==> src/rtl/riscv_definitions.sv <==
// Shared RISC-V datapath types.
// Holds the register address and data bus types used across the pipeline, plus
// the load funct3 encodings and the writeback FSM states.
package riscv_definitions;

  typedef logic [4:0] regAddr_t;

  // One 32-bit bus, viewable as a word, as halfwords or as bytes (index 0 = LSBs).
  typedef union packed {
    logic [31:0]      word;
    logic [1:0][15:0] halves;
    logic [3:0][7:0]  bytes;
  } dataBus_u;

  typedef enum logic [2:0] {
    LD_B  = 3'b000,
    LD_H  = 3'b001,
    LD_W  = 3'b010,
    LD_BU = 3'b100,
    LD_HU = 3'b101
  } loadType_e;

  typedef enum logic [0:0] {
    IDLE      = 1'b0,
    LOAD_WAIT = 1'b1
  } wbState_e;

endpackage

==> src/rtl/load_extract.sv <==
// Load data extraction: selects the byte/halfword addressed by the load offset
// from an aligned memory word and sign- or zero-extends it to 32 bits.
// Purely combinational so it can be shared with a future store/AMO path.
// Ports:
//   data_i      aligned memory word
//   load_type_i load funct3 (undefined encodings behave as a word load)
//   offset_i    byte offset of the load address
//   result_o    extended 32-bit result
module load_extract
  import riscv_definitions::*;
(
  input  dataBus_u  data_i,
  input  loadType_e load_type_i,
  input  logic [1:0] offset_i,
  output dataBus_u  result_o
);

  logic [7:0]  sel_byte;
  logic [15:0] sel_half;

  // Halfword loads are naturally aligned, so only offset bit 1 matters for them.
  assign sel_byte = data_i.bytes[offset_i];
  assign sel_half = data_i.halves[offset_i[1]];

  always_comb begin
    result_o = data_i;
    case (load_type_i)
      LD_B:    result_o.word = {{24{sel_byte[7]}}, sel_byte};
      LD_BU:   result_o.word = {24'h0, sel_byte};
      LD_H:    result_o.word = {{16{sel_half[15]}}, sel_half};
      LD_HU:   result_o.word = {16'h0, sel_half};
      default: result_o      = data_i;
    endcase
  end

endmodule

==> src/rtl/reg_writeback.sv <==
// Writeback stage driving the register-file write port.
// Retires single-cycle execute results with one cycle of latency, and waits in
// LOAD_WAIT for multi-cycle load responses while stalling upstream. Reports
// hazards on decode source registers that match the outstanding load.
// Optional feature: define LOAD_TIMEOUT_EN to abort a load after TIMEOUT_CYCLES
// cycles without a response (no write, one-cycle load_err pulse).
// Ports:
//   clk, rst_n, clk_en             clock, async active-low reset, clock enable
//   exe_*                          instruction presented by execute
//   mem_rsp_valid, mem_rsp_data    load response from data memory
//   rs1_addr, rs2_addr             decode source addresses
//   rd0_addr, rd0_wr_en, rd0_data  registered register-file write port
//   wb_stall                       upstream must hold exe_* inputs
//   rs1_pending, rs2_pending       source matches the outstanding load rd
//   load_err                       load timeout pulse (0 without the macro)
module reg_writeback
  import riscv_definitions::*;
#(
  parameter int unsigned TIMEOUT_CYCLES = 16
) (
  input  logic       clk,
  input  logic       rst_n,
  input  logic       clk_en,
  input  logic       exe_valid,
  input  logic       exe_wr_en,
  input  regAddr_t   exe_rd_addr,
  input  dataBus_u   exe_result,
  input  logic       exe_is_load,
  input  loadType_e  exe_load_type,
  input  logic [1:0] exe_addr_lo,
  input  logic       mem_rsp_valid,
  input  dataBus_u   mem_rsp_data,
  input  regAddr_t   rs1_addr,
  input  regAddr_t   rs2_addr,
  output regAddr_t   rd0_addr,
  output logic       rd0_wr_en,
  output dataBus_u   rd0_data,
  output logic       wb_stall,
  output logic       rs1_pending,
  output logic       rs2_pending,
  output logic       load_err
);

  wbState_e   state_q, state_d;
  regAddr_t   pend_rd_q, pend_rd_d;
  loadType_e  ld_type_q, ld_type_d;
  logic [1:0] ld_off_q, ld_off_d;
  regAddr_t   rd0_addr_q, rd0_addr_d;
  logic       rd0_wr_en_q, rd0_wr_en_d;
  dataBus_u   rd0_data_q, rd0_data_d;
  dataBus_u   load_data;

`ifdef LOAD_TIMEOUT_EN
  localparam int unsigned CntW = $clog2(TIMEOUT_CYCLES + 1);
  logic [CntW-1:0] cnt_q, cnt_d;
  logic            load_err_q, load_err_d;
`else
  logic unused_timeout_cfg;
  assign unused_timeout_cfg = ^TIMEOUT_CYCLES;
`endif

  load_extract u_load_extract (
    .data_i      (mem_rsp_data),
    .load_type_i (ld_type_q),
    .offset_i    (ld_off_q),
    .result_o    (load_data)
  );

  always_comb begin
    state_d     = state_q;
    pend_rd_d   = pend_rd_q;
    ld_type_d   = ld_type_q;
    ld_off_d    = ld_off_q;
    rd0_addr_d  = rd0_addr_q;
    rd0_data_d  = rd0_data_q;
    rd0_wr_en_d = 1'b0;
`ifdef LOAD_TIMEOUT_EN
    cnt_d       = cnt_q;
    load_err_d  = 1'b0;
`endif
    case (state_q)
      IDLE: begin
        if (exe_valid) begin
          if (!exe_is_load) begin
            rd0_addr_d  = exe_rd_addr;
            rd0_data_d  = exe_result;
            rd0_wr_en_d = exe_wr_en && (exe_rd_addr != '0);
          end else begin
            // A load that does not write rd still waits for its response.
            pend_rd_d = exe_wr_en ? exe_rd_addr : '0;
            ld_type_d = exe_load_type;
            ld_off_d  = exe_addr_lo;
            state_d   = LOAD_WAIT;
`ifdef LOAD_TIMEOUT_EN
            cnt_d     = '0;
`endif
          end
        end
      end
      LOAD_WAIT: begin
        // A response in the expiry cycle takes priority over the timeout.
        if (mem_rsp_valid) begin
          rd0_addr_d  = pend_rd_q;
          rd0_data_d  = load_data;
          rd0_wr_en_d = (pend_rd_q != '0);
          state_d     = IDLE;
`ifdef LOAD_TIMEOUT_EN
        end else if (cnt_q == CntW'(TIMEOUT_CYCLES - 1)) begin
          state_d    = IDLE;
          load_err_d = 1'b1;
        end else begin
          cnt_d = cnt_q + CntW'(1);
`endif
        end
      end
      default: state_d = IDLE;
    endcase
  end

  always_ff @(posedge clk or negedge rst_n) begin
    if (!rst_n) begin
      state_q     <= IDLE;
      pend_rd_q   <= '0;
      ld_type_q   <= LD_B;
      ld_off_q    <= '0;
      rd0_addr_q  <= '0;
      rd0_wr_en_q <= 1'b0;
      rd0_data_q  <= '0;
    end else if (clk_en) begin
      state_q     <= state_d;
      pend_rd_q   <= pend_rd_d;
      ld_type_q   <= ld_type_d;
      ld_off_q    <= ld_off_d;
      rd0_addr_q  <= rd0_addr_d;
      rd0_wr_en_q <= rd0_wr_en_d;
      rd0_data_q  <= rd0_data_d;
    end
  end

`ifdef LOAD_TIMEOUT_EN
  always_ff @(posedge clk or negedge rst_n) begin
    if (!rst_n) begin
      cnt_q      <= '0;
      load_err_q <= 1'b0;
    end else if (clk_en) begin
      cnt_q      <= cnt_d;
      load_err_q <= load_err_d;
    end
  end

  assign load_err = load_err_q;
`else
  assign load_err = 1'b0;
`endif

  assign rd0_addr    = rd0_addr_q;
  assign rd0_wr_en   = rd0_wr_en_q;
  assign rd0_data    = rd0_data_q;
  assign wb_stall    = (state_q == LOAD_WAIT);
  assign rs1_pending = wb_stall && (rs1_addr == pend_rd_q) && (pend_rd_q != '0);
  assign rs2_pending = wb_stall && (rs2_addr == pend_rd_q) && (pend_rd_q != '0);

endmodule

==> config.mk <==
export PLATFORM = sky130hd
export DESIGN_NAME = reg_writeback
export DESIGN_NICKNAME = d
export VERILOG_FILES = /design/src/rtl/riscv_definitions.sv /design/src/rtl/load_extract.sv /design/src/rtl/reg_writeback.sv
export SDC_FILE = /design/constraint.sdc
export NUM_CORES = 1
export LEC_CHECK = 0
export CAP_MARGIN = 20
export CORE_MARGIN = 2
export CORE_UTILIZATION = 38
export CTS_CLUSTER_DIAMETER = 150
export DETAILED_ROUTE_END_ITERATION = 7
export PLACE_DENSITY = 0.78
export REMOVE_ABC_BUFFERS = 1
export SLEW_MARGIN = 20
export SYNTH_ARGS = -nofsm -noshare
export SYNTH_HDL_FRONTEND = slang
export SYNTH_SLANG_ARGS = --single-unit
==> constraint.sdc <==
create_clock -name clk -period 2 [get_ports clk]
set_clock_uncertainty 0.15 [all_clocks]
set_input_delay 0.3 -clock clk [delete_from_list [all_inputs] [get_ports clk]]
set_output_delay 0.3 -clock clk [all_outputs]
set_load 0.01 [all_outputs]
==> flow_summary.yaml <==
timing:
  slew_violations: 0
  slew-limit-headroom: 0.623
  setup_slack_ns: -0.102
  worst_pin_slew_ns: 0.565
  min_period_ns: 2.10
  rsz0062_at_grt: "true"
  period_share: 1.05
  fmaxAchievable_mhz: 476
  hold_viol: 0
  finalSetupViolations: 2
clock_tree:
  clock_sinks: 49
  cts_max_path_buffers: 2
  htreeDepth: 2
  cts_buffers: 5
  cts_tree: "yes"
  clk_pin_slew_ns: 0.09
  clock_latency_ns: 0.30
  root_buffer: "clkbuf_8"
hold_path:
  min_path_type: "input port to flip-flop"
  min-delay-start: "mem_rsp_data[23]"
  hold_depth: 3
  hold_end: "rd0_data[23]$_DFFE_PN0P_"
grt:
  grt_use_met1: 0.324
  busiest_layer: "met2"
  grt-ovfl-total: 0
  antenna_found_initial: 0
  grt_pass1_wl_mm: 16.4
  grt.met2_usage: 0.401
  gr-usage-all-layers: 0.247
  grtUsageMet3: 0.0573
  grt_max_degree: 31
  grt_pass1_vias: 3278
logic_synthesis:
  synth_top_area_share: 0.423
  synth_edf_count: 0
  ys_ff_latch: 49
  syn_area_um2: 2900
  synth_area_leaders: "dfrtp_1 (42%), nand2_1 (6.7%), mux2i_1 (4.5%), a211oi_1 (4.4%), a21oi_1 (3.1%)"
  synthCells: 323
  ys_warn_count: 0
  ys_types: 46
  synth_top_area_cell: "dfrtp_1"
  yosysSeqAreaShare: 0.423
  synthArstFlopShare: 1.00
  yosys_most_used_dff: "dfrtp_1"
  syn_avg_cell_area_um2: 8.97
setup_path:
  r2r.worst_path.cells: 3
  cp-end-kind: "output pin"
  crit_buf_inv: 2
  path_max_fanout: 3
  critical-path-max-stage-delay_ns: 0.54
  r2r_setup_slack_ns: 0.01
  crit_chain: "or4_4 -> o21ai_2 -> buf_4 -> nor4_1 -> buf_2"
  r2r-start: "ld_off_q[1]$_DFFE_PN0P_"
  cp.required_ns: 1.55
  path_delay_family: "simple AND/OR/NAND/NOR gates"
  worst_setup_path_start_kind: "flip-flop"
  crit_type: "flip-flop to output pin"
  critical_path_arrival_ns: 1.65
  slowest_stage: "or4_4"
  r2r-end: "rd0_data[9]$_DFFE_PN0P_"
placement:
  gp_congestion: 0.837
  port-buffer-count: 131
  dp_hpwl_mm: 7.66
  place_ws_ns: -0.466
  dp.cells: 572
routing:
  num_vias: 3194
  routed_wl_mm: 10.0
  post_drt_wl_per_cell_um: 17.2
  antenna_left: 0
  drt_pass1_iterations: 4
  drt_iter0_markers: 186
  avgViaCountPerCell: 5.47
  post-route-drc-count: 0
cells_and_area:
  antenna-diode-count: 0
  layout_commonest_cell: "clkdlybuf4s50_1"
  fin_nets: 575
  final_cell_mix: "clkdlybuf4s50_1 (126), nand2_1 (52), dfrtp_1 (47)"
  drive_above_1_share: 0.163
  syn_to_final_growth_pct: 66.0
  fin_cells: 584
run_status:
  violations: "negative setup slack"
  status: "finished, violations left"
power:
  power_mw: 4.64
  ir_worst_vdd_mv: 0.447
  powerDensity_nw_per_um2: 964
  power.leakage_nw: 1.99
floorplan:
  rows: 31
  fp.dieArea_um2: 8340
  start_util: 0.395
  die_w_um: 91.3
  pin_count: 133
  core_area_um2: 7330
  die_h_um: 91.3
job:
  maxCapViolCount: 0
-- how the worst max path moves through the flow --
stage / start / to / slack [ns] / cells after the start
floorplan: wb_stall$_DFFE_PN0P_ / rd0_data[15]$_DFFE_PN0P_ / -0.74 / 3
global placement: mem_rsp_data[31] / rd0_data[24]$_DFFE_PN0P_ / -0.37 / 5
detailed placement: mem_rsp_data[31] / rd0_data[31]$_DFFE_PN0P_ / -0.47 / 5
CTS: pend_rd_q[1]$_DFFE_PN0P_ / rs1_pending / -0.12 / 5
global route: pend_rd_q[1]$_DFFE_PN0P_ / rs2_pending / -0.20 / 5
finish: pend_rd_q[1]$_DFFE_PN0P_ / rs1_pending / -0.10 / 5
-- report_power, final --
part           internal (mW)  leakage, nW  switching, mW  total (mW)
registers               1.34        0.586          0.239        1.58
logic                   1.28         1.35           1.03        2.31
clock network          0.408       0.0585          0.338       0.746
total                   3.03         1.99           1.61        4.64
-- per-layer routing --
| layer | vias to the layer above | wire length (um) |
|---|---|---|
| li1 | 1515 | - |
| met1 | 1513 | 4120 |
| met2 | 145 | 4820 |
| met3 | 21 | 809 |
| met4 | 0 | 266 |
| met5 | - | 0 |
-- sequential cells by signal, indices dropped and copies added, names as in the netlist --
signal     cells
ld_off_q       2
ld_type_q      3
pend_rd_q      5
rd0_addr       5
rd0_data      32
rd0_wr_en      1
wb_stall       1
-- timing repair --
item,in CTS,in global routing
endpoints found under the setup margin,26,16
pin swaps,4,2
endpoints found under the hold margin,22,0
resized for setup,19,10
cloned,0,0
setup buffers,3,0
hold buffers,1,0
-- worst reg2reg max path, cell delays in order (launching register included) --
cell and delay [ns]:
dfrtp_2 0.42, mux4_2 0.56, a211o_4 0.43, a221o_1 0.33
-- cells in the mapped netlist, drive strengths merged, types with 2 or more instances --
cell	number
nand2	52
dfrtp	49
nor2	20
a21oi	18
a211oi	17
nor3	17
o21ai	17
clkbuf	16
mux2i	13
o221ai	9
inv	8
a221oi	7
and3	7
buf	7
mux2	6
xnor2	6
a22o	5
nand3	5
xor2	4
a31oi	3
nor3b	3
nor4	3
or3	3
a211o	2
a221o	2
nand2b	2
nor2b	2
o2bb2ai	2
o311ai	2
o32ai	2
or3b	2
-- final cells by class --
class	instances	area (um^2)
sequential	49	1230
clock buffer	7	86.3
tap	99	124
clock inverter	1	30.0
multi-input combinational	243	1600
timing repair buffer	177	1710
inverter	8	30.0
fill	591	2520
-- through the flow --
step | cell area, um^2 | hold slack (ns) | util | TNS, ns
floorplan | 2790 | -0.146 | - | -30.18
detailed placement | 4580 | 0.173 | 0.625 | -10.58
global route | 4810 | 0.204 | 0.656 | -0.510
global placement | 4580 | 0.170 | 0.625 | -9.06
CTS | 4760 | 0.344 | 0.650 | -0.243
finish | 4810 | 0.181 | 0.656 | -0.204
-- cell families after synthesis --
logic type             synth area share
buffers and inverters            0.0458
multiplexers                     0.0760
AND/OR/NAND/NOR                   0.198
AO/OA/AOI/OAI                     0.225
other                           0.00129
flip-flops                        0.423
XOR/XNOR                         0.0302
Power figures use the tool's default switching activity.
